===== src/rtl/conv_cmd_if.sv =====
// Command/stream bundle between the MicroBlaze GPIO side and the conv command controller.
// Input names keep their i_ prefix and output names their o_ prefix, as seen from the controller.
interface conv_cmd_if #(
  parameter int DATA_W   = 24,
  parameter int OP_W     = 3,
  parameter int LEN_W    = 10,
  parameter int KNL_ROWS = 3,
  parameter int MCU_W    = 8
);
  localparam int ROW_W = (KNL_ROWS > 1) ? $clog2(KNL_ROWS) : 1;

  logic [DATA_W-1:0] i_GPIOdata;
  logic [OP_W-1:0]   i_GPIOctrl;
  logic              i_GPIOvalid;
  logic [MCU_W-1:0]  i_MCUdata;
  logic              i_EOP_from_FSM;
  logic [31:0]       o_GPIOdata;
  logic [DATA_W-1:0] o_KNLdata;
  logic [ROW_W-1:0]  o_knl_row;
  logic              o_valid_to_CONV;
  logic [DATA_W-1:0] o_IMGdata;
  logic              o_valid_to_FSM;
  logic [LEN_W-1:0]  o_imgLength;
  logic              o_load;
  logic              o_run;
  logic              o_EOP_to_MCU;
  logic              o_err;
  logic [2:0]        o_state;

  modport slave (
    input  i_GPIOdata, i_GPIOctrl, i_GPIOvalid, i_MCUdata, i_EOP_from_FSM,
    output o_GPIOdata, o_KNLdata, o_knl_row, o_valid_to_CONV, o_IMGdata, o_valid_to_FSM,
    output o_imgLength, o_load, o_run, o_EOP_to_MCU, o_err, o_state
  );

  modport master (
    output i_GPIOdata, i_GPIOctrl, i_GPIOvalid, i_MCUdata, i_EOP_from_FSM,
    input  o_GPIOdata, o_KNLdata, o_knl_row, o_valid_to_CONV, o_IMGdata, o_valid_to_FSM,
    input  o_imgLength, o_load, o_run, o_EOP_to_MCU, o_err, o_state
  );
endinterface


===== src/rtl/conv_cmd_ctrl.sv =====
// GPIO command decoder for the 2D-convolution engine: loads kernels and pixels,
// hands over to the conv FSM during RUN and holds a sticky done flag until acknowledged.
module conv_cmd_ctrl #(
    parameter int DATA_W   = 24,
    parameter int OP_W     = 3,
    parameter int LEN_W    = 10,
    parameter int KNL_ROWS = 3,
    parameter int MCU_W    = 8
) (
    input logic     i_CLK,
    input logic     i_rst,
    conv_cmd_if.slave bus
);
    localparam int ROW_W = (KNL_ROWS > 1) ? $clog2(KNL_ROWS) : 1;

    localparam logic [OP_W-1:0] OP_KNL_LOAD    = OP_W'(0);
    localparam logic [OP_W-1:0] OP_SIZE_LOAD   = OP_W'(1);
    localparam logic [OP_W-1:0] OP_IMG_LOAD    = OP_W'(2);
    localparam logic [OP_W-1:0] OP_DATA_REQ    = OP_W'(3);
    localparam logic [OP_W-1:0] OP_GO_RUN      = OP_W'(4);
    localparam logic [OP_W-1:0] OP_STATUS_READ = OP_W'(5);
    localparam logic [OP_W-1:0] OP_ACK_EOP     = OP_W'(6);
    localparam logic [OP_W-1:0] OP_SOFT_RESET  = OP_W'(7);

    typedef enum logic [2:0] {
        S_IDLE     = 3'd0,
        S_LOAD_IMG = 3'd1,
        S_RUN      = 3'd2,
        S_DONE     = 3'd3
    } state_t;

    state_t           state;
    logic             valid_prev;
    logic             strobe;
    logic             soft_rst;
    logic [ROW_W-1:0] knl_cnt;
    logic             kernel_complete;
    logic             size_valid;
    logic [LEN_W-1:0] len_field;

    assign strobe    = bus.i_GPIOvalid & ~valid_prev;
    assign soft_rst  = strobe && (bus.i_GPIOctrl == OP_SOFT_RESET);
    assign len_field = bus.i_GPIOdata[LEN_W-1:0];
    assign bus.o_state = state;

    function automatic logic [31:0] status_word(input state_t st, input logic err, input logic eop,
                                                input logic kc, input logic sv,
                                                input logic [LEN_W-1:0] len);
        logic [31:0] w;
        w            = '0;
        w[31:29]     = st;
        w[28]        = err;
        w[27]        = eop;
        w[26]        = kc;
        w[25]        = sv;
        w[LEN_W-1:0] = len;
        return w;
    endfunction

    // Edge detector keeps tracking the strobe line through a soft reset.
    always_ff @(posedge i_CLK) begin
        if (i_rst) valid_prev <= 1'b0;
        else       valid_prev <= bus.i_GPIOvalid;
    end

    always_ff @(posedge i_CLK) begin
        if (i_rst || soft_rst) begin
            state               <= S_IDLE;
            knl_cnt             <= '0;
            kernel_complete     <= 1'b0;
            size_valid          <= 1'b0;
            bus.o_GPIOdata      <= '0;
            bus.o_KNLdata       <= '0;
            bus.o_knl_row       <= '0;
            bus.o_valid_to_CONV <= 1'b0;
            bus.o_IMGdata       <= '0;
            bus.o_valid_to_FSM  <= 1'b0;
            bus.o_imgLength     <= '0;
            bus.o_load          <= 1'b0;
            bus.o_run           <= 1'b0;
            bus.o_EOP_to_MCU    <= 1'b0;
            bus.o_err           <= 1'b0;
        end else begin
            bus.o_valid_to_CONV <= 1'b0;
            bus.o_valid_to_FSM  <= 1'b0;

            if (strobe) begin
                case (bus.i_GPIOctrl)
                    OP_KNL_LOAD: begin
                        if (state == S_IDLE) begin
                            bus.o_KNLdata       <= bus.i_GPIOdata;
                            bus.o_knl_row       <= knl_cnt;
                            bus.o_valid_to_CONV <= 1'b1;
                            // Starting a new kernel invalidates the old one until its last row lands.
                            if (knl_cnt == '0 && kernel_complete) kernel_complete <= 1'b0;
                            if (knl_cnt == ROW_W'(KNL_ROWS - 1)) begin
                                knl_cnt         <= '0;
                                kernel_complete <= 1'b1;
                            end else begin
                                knl_cnt <= knl_cnt + ROW_W'(1);
                            end
                        end else begin
                            bus.o_err <= 1'b1;
                        end
                    end
                    OP_SIZE_LOAD: begin
                        if (state == S_IDLE && len_field != '0) begin
                            bus.o_imgLength <= len_field;
                            size_valid      <= 1'b1;
                        end else begin
                            bus.o_err <= 1'b1;
                        end
                    end
                    OP_IMG_LOAD: begin
                        if ((state == S_IDLE && size_valid) || state == S_LOAD_IMG) begin
                            state              <= S_LOAD_IMG;
                            bus.o_load         <= 1'b1;
                            bus.o_IMGdata      <= bus.i_GPIOdata;
                            bus.o_valid_to_FSM <= 1'b1;
                        end else begin
                            bus.o_err <= 1'b1;
                        end
                    end
                    OP_DATA_REQ: begin
                        if (state == S_IDLE || state == S_DONE) bus.o_GPIOdata <= 32'(bus.i_MCUdata);
                        else                                    bus.o_err      <= 1'b1;
                    end
                    OP_GO_RUN: begin
                        if (state == S_LOAD_IMG && kernel_complete) begin
                            state      <= S_RUN;
                            bus.o_run  <= 1'b1;
                            bus.o_load <= 1'b0;
                        end else begin
                            bus.o_err <= 1'b1;
                        end
                    end
                    OP_STATUS_READ: begin
                        bus.o_GPIOdata <= status_word(state, bus.o_err, bus.o_EOP_to_MCU,
                                                      kernel_complete, size_valid, bus.o_imgLength);
                    end
                    OP_ACK_EOP: begin
                        if (state == S_DONE) begin
                            state            <= S_IDLE;
                            bus.o_EOP_to_MCU <= 1'b0;
                        end else begin
                            bus.o_err <= 1'b1;
                        end
                    end
                    default: bus.o_err <= 1'b1;
                endcase
            end

            // A RUN-state strobe never moves the state, so completion always wins here.
            if (state == S_RUN && bus.i_EOP_from_FSM) begin
                state            <= S_DONE;
                bus.o_run        <= 1'b0;
                bus.o_EOP_to_MCU <= 1'b1;
            end
        end
    end
endmodule


===== src/flat_wrapper.sv =====
// flat-port wrapper written by rule: the top's interface ports become plain ports
module conv_cmd_ctrl_flat 
#(
    parameter int DATA_W   = 24,
    parameter int OP_W     = 3,
    parameter int LEN_W    = 10,
    parameter int KNL_ROWS = 3,
    parameter int MCU_W    = 8
)
  (i_CLK, i_rst, bus_i_GPIOdata, bus_i_GPIOctrl, bus_i_GPIOvalid, bus_i_MCUdata, bus_i_EOP_from_FSM, bus_o_GPIOdata, bus_o_KNLdata, bus_o_knl_row, bus_o_valid_to_CONV, bus_o_IMGdata, bus_o_valid_to_FSM, bus_o_imgLength, bus_o_load, bus_o_run, bus_o_EOP_to_MCU, bus_o_err, bus_o_state);
  conv_cmd_if #(.DATA_W(DATA_W), .OP_W(OP_W), .LEN_W(LEN_W), .KNL_ROWS(KNL_ROWS), .MCU_W(MCU_W)) bus_i ();
  input logic i_CLK;
  input logic i_rst;
  input wire logic [$bits(bus_i.i_GPIOdata)-1:0] bus_i_GPIOdata;
  input wire logic [$bits(bus_i.i_GPIOctrl)-1:0] bus_i_GPIOctrl;
  input wire logic [$bits(bus_i.i_GPIOvalid)-1:0] bus_i_GPIOvalid;
  input wire logic [$bits(bus_i.i_MCUdata)-1:0] bus_i_MCUdata;
  input wire logic [$bits(bus_i.i_EOP_from_FSM)-1:0] bus_i_EOP_from_FSM;
  output wire logic [$bits(bus_i.o_GPIOdata)-1:0] bus_o_GPIOdata;
  output wire logic [$bits(bus_i.o_KNLdata)-1:0] bus_o_KNLdata;
  output wire logic [$bits(bus_i.o_knl_row)-1:0] bus_o_knl_row;
  output wire logic [$bits(bus_i.o_valid_to_CONV)-1:0] bus_o_valid_to_CONV;
  output wire logic [$bits(bus_i.o_IMGdata)-1:0] bus_o_IMGdata;
  output wire logic [$bits(bus_i.o_valid_to_FSM)-1:0] bus_o_valid_to_FSM;
  output wire logic [$bits(bus_i.o_imgLength)-1:0] bus_o_imgLength;
  output wire logic [$bits(bus_i.o_load)-1:0] bus_o_load;
  output wire logic [$bits(bus_i.o_run)-1:0] bus_o_run;
  output wire logic [$bits(bus_i.o_EOP_to_MCU)-1:0] bus_o_EOP_to_MCU;
  output wire logic [$bits(bus_i.o_err)-1:0] bus_o_err;
  output wire logic [$bits(bus_i.o_state)-1:0] bus_o_state;
  assign bus_i.i_GPIOdata = bus_i_GPIOdata;
  assign bus_i.i_GPIOctrl = bus_i_GPIOctrl;
  assign bus_i.i_GPIOvalid = bus_i_GPIOvalid;
  assign bus_i.i_MCUdata = bus_i_MCUdata;
  assign bus_i.i_EOP_from_FSM = bus_i_EOP_from_FSM;
  assign bus_o_GPIOdata = bus_i.o_GPIOdata;
  assign bus_o_KNLdata = bus_i.o_KNLdata;
  assign bus_o_knl_row = bus_i.o_knl_row;
  assign bus_o_valid_to_CONV = bus_i.o_valid_to_CONV;
  assign bus_o_IMGdata = bus_i.o_IMGdata;
  assign bus_o_valid_to_FSM = bus_i.o_valid_to_FSM;
  assign bus_o_imgLength = bus_i.o_imgLength;
  assign bus_o_load = bus_i.o_load;
  assign bus_o_run = bus_i.o_run;
  assign bus_o_EOP_to_MCU = bus_i.o_EOP_to_MCU;
  assign bus_o_err = bus_i.o_err;
  assign bus_o_state = bus_i.o_state;
  conv_cmd_ctrl #(.DATA_W(DATA_W), .OP_W(OP_W), .LEN_W(LEN_W), .KNL_ROWS(KNL_ROWS), .MCU_W(MCU_W)) u_core (.i_CLK(i_CLK), .i_rst(i_rst), .bus(bus_i));
endmodule

===== config.mk =====
export PLATFORM = sky130hd
export DESIGN_NAME = conv_cmd_ctrl_flat
export DESIGN_NICKNAME = d
export VERILOG_FILES = /design/src/rtl/conv_cmd_if.sv /design/src/rtl/conv_cmd_ctrl.sv /design/src/flat_wrapper.sv
export SDC_FILE = /design/constraint.sdc
export NUM_CORES = 1
export LEC_CHECK = 0
export CAP_MARGIN = 40
export CORE_MARGIN = 3
export CORE_UTILIZATION = 25
export CTS_CLUSTER_SIZE = 40
export DETAILED_ROUTE_END_ITERATION = 16
export PLACE_DENSITY_LB_ADDON = 0.1
export SLEW_MARGIN = 20
export SYNTH_ARGS = -nofsm -noshare
export SYNTH_HDL_FRONTEND = slang
export SYNTH_SLANG_ARGS = --single-unit

===== constraint.sdc =====
create_clock -name i_CLK -period 5.65 [get_ports i_CLK]
set_clock_uncertainty 0.1 [all_clocks]
set_input_delay 0.8475 -clock i_CLK [delete_from_list [all_inputs] [get_ports i_CLK]]
set_output_delay 0.8475 -clock i_CLK [all_outputs]
set_load 0.005 [all_outputs]

==> metrics.md <==
| Metric | Value |
|---|---|
| 1st-pass router iterations | `4` |
| P&R area growth vs syn | `43.16%` |
| IO buf count | `122` |
| First-pass GRT wire length | `17370 um` |
| Worst min-delay path class | `reg2reg` |
| Comb pwr share | `0.094` |
| Slew headroom | `0.5346` |
| Setup TNS | `0 ns` |
| Clock transition at the registers of the reported paths | `0.06 ns` |
| Final slew viol count | `0` |
| Net Sw Power | `0.0003157 W` |
| Hold Violations, Final | `0` |
| Hold_buf cts | `0` |
| Ys flop type | `dfxtp_1` |
| Root Driver | `clkbuf_16` |
| Final instance count without filler cells | `734` |
| Worst Hold Slack | `0.3530 ns` |
| Share of the clock period used by the worst path | `0.5607` |
| Die H | `126.8 um` |
| Post-synth EDFFs | `0` |
| Max Clk Rate | `315.7 MHz` |
| Worst-margin pin slew | `0.6959 ns` |
| Status | `finished clean` |
| Post-DP HPWL | `8005 um` |
| Core footprint | `0.01410 sq mm` |
| IO Count | `140` |
| Commonest cells after routing, fill and taps aside | `clkdlybuf4s50_1, nand2_1, dfxtp_1, a21oi_1, nor2_1` |
| Rows | `43` |
| ANT cells | `0` |
| R2R Setup Slk | `3.14 ns` |
| Setup bufs post-CTS | `0` |
| Global route overflow | `0` |
| Synthesized flop and latch total | `89` |
| Die W | `126.8 um` |
| # resized after CTS | `0` |
| Routability Congestion | `0.7379` |
| Post-Place Cells | `718` |
| Yosys warnings | `0` |
| Peak supply drop | `0.1431 mV` |
| Clock power share | `0.413` |
| Clk sinks | `89` |
| Wire length per cell | `14.80 um` |
| Final setup viols | `0` |
| GRT Total Usage | `0.1361` |
| Vias per cell | `4.546` |
| Seq/Total Area, Yosys | `0.4882` |
| Drt initial violations | `168` |
| PD cells | `250.5 mW/mm^2` |
| CTS tree | `done` |
| Pleak | `1.725 nW` |
| Critical Path Fanout Max | `20` |
| Cell area after synthesis | `0.003650 sq mm` |
| Die area | `0.01608 sq mm` |
| CTS buffer count | `9` |
| Netlist cell types | `46` |
| Syn avg cell area | `8.295 sq um` |
| Layout Nets | `592` |
| Crit path DAT | `3.34 ns` |
| Async set-reset flop share out of synthesis | `0` |
| DRC | `0` |
| Aggregate routed wire length | `10860 um` |
| CP Capture Type | `flop` |
| Max clock buf depth | `2` |
| Fin crit period | `3.168 ns` |
| Layout cells sized above 1 | `0.05235` |
| H-tree levels | `3` |
| Largest net degree at the start of global routing | `51` |
| Vias in the first global route | `3196` |
| Initial core utilization | `0.2589` |
| Clk_lat worst skew | `0.33 ns` |
| Syn Inst Count | `440` |
| Startpoint types | `input pin` |
| Internal | `0.0009931 W` |
| RSZ-0062 raised after global routing | `false` |
| Detail Route Antenna Nets | `0` |
| Via count | `3337` |
| Sw frac | `0.2412` |
| Commonest non-fill, non-tap cell in the layout | `clkdlybuf4s50_1` |
| Initial antenna violation count | `0` |
| Req. time, crit path | `5.82 ns` |
| Sequential Power Share | `0.493` |
| Crit Path Category | `in2reg` |
| Max Cap Viol | `0` |
## metrics by stage
stage            util  setup slack [ns]  total power (W)  cell area [sq um]
2_1_floorplan       -             3.334        0.0007244               3710
3_3_place_gp   0.3447             1.915        0.0007792               4858
3_5_place_dp   0.3519             2.090        0.0007844               4960
4_1_cts        0.3707             2.438         0.001327               5225
5_1_grt        0.3707             2.248         0.001364               5225
6_report       0.3707             2.482         0.001309               5225
## worst paths after layout
kind                               to                      from  cells past startpoint
max           u_core.bus.o_IMGdata[3]         bus_i_GPIOctrl[0]                      6
min          u_core.bus.o_KNLdata[14]  u_core.bus.o_KNLdata[14]                      2
max reg2reg  u_core.bus.o_KNLdata[22]     u_core.bus.o_state[1]                      7
min reg2reg  u_core.bus.o_KNLdata[14]  u_core.bus.o_KNLdata[14]                      2
## cells by family after synthesis
| family | synth area share |
|---|---|
| compound gates | 0.1807 |
| simple gates | 0.2225 |
| fa+ha+maj | 0.01371 |
| buf+inv | 0.08810 |
| flops | 0.4882 |
| other cells | 0.001027 |
| mux | 0.005828 |
## area by class of cell
cell class,instances,area (sq um)
clock inverters,5,32.53
well taps,180,225.2
repair buffers,129,1323
fillers,1452,8871
inverters,4,15.01
clock buffers,11,232.7
flip-flops and latches,89,1782
multi-input cells,316,1615
## layer usage
metal  GRT usage  vias to the layer above  wire length, um
met4     0.05300                        0              164
met2      0.2120                       93             5210
met5           0                        -                0
met1      0.1836                     1548             4889
li1            -                     1686                -
met3     0.02989                       10              596
## power groups by stage
stage | registers (W) | clock network, W | logic [W]
floorplan | 0.000658 | 0 | 0.0000661
global placement | 0.000659 | 0 | 0.000120
detailed placement | 0.000660 | 0 | 0.000125
CTS | 0.000646 | 0.000556 | 0.000125
global route | 0.000647 | 0.000581 | 0.000136
finish | 0.000645 | 0.000541 | 0.000123
## critical path: stages
cell             delay (ns)
clkdlybuf4s50_1        0.74
or3b_1                 0.67
nor3_4                 0.64
buf_6                  0.24
nand2_1                0.07
a21oi_1                0.12
## cell usage after synthesis (all sizes together) (2+ instances only)
cell type  count  area, sq um
a2111oi        2        17.52
a211o          2        17.52
a21oi         65        325.3
a22oi          9        67.56
a311oi        10        87.58
buf           40        280.3
clkbuf         7        26.28
dfxtp         89         1782
ha             4        50.05
inv            4        15.01
nand2        114        427.9
nand2b         3        18.77
nand3         17        85.08
nand3b         2        15.01
nor2          25        96.35
nor2b          3        18.77
nor3           3        26.28
nor3b          4        30.03
o21ai         15        75.07
or3b           3        26.28
or4            2        18.77
## sequential cells by signal (all words and copies together) (netlist names), 2 cells and up
| register | count |
|---|---|
| u_core.bus.o_GPIOdata | 16 |
| u_core.bus.o_state | 2 |
| u_core.bus.o_knl_row | 2 |
| u_core.knl_cnt | 2 |
| u_core.bus.o_KNLdata | 24 |
| u_core.bus.o_IMGdata | 24 |
| u_core.bus.o_imgLength | 10 |
(Power assumes the default switching activity.)
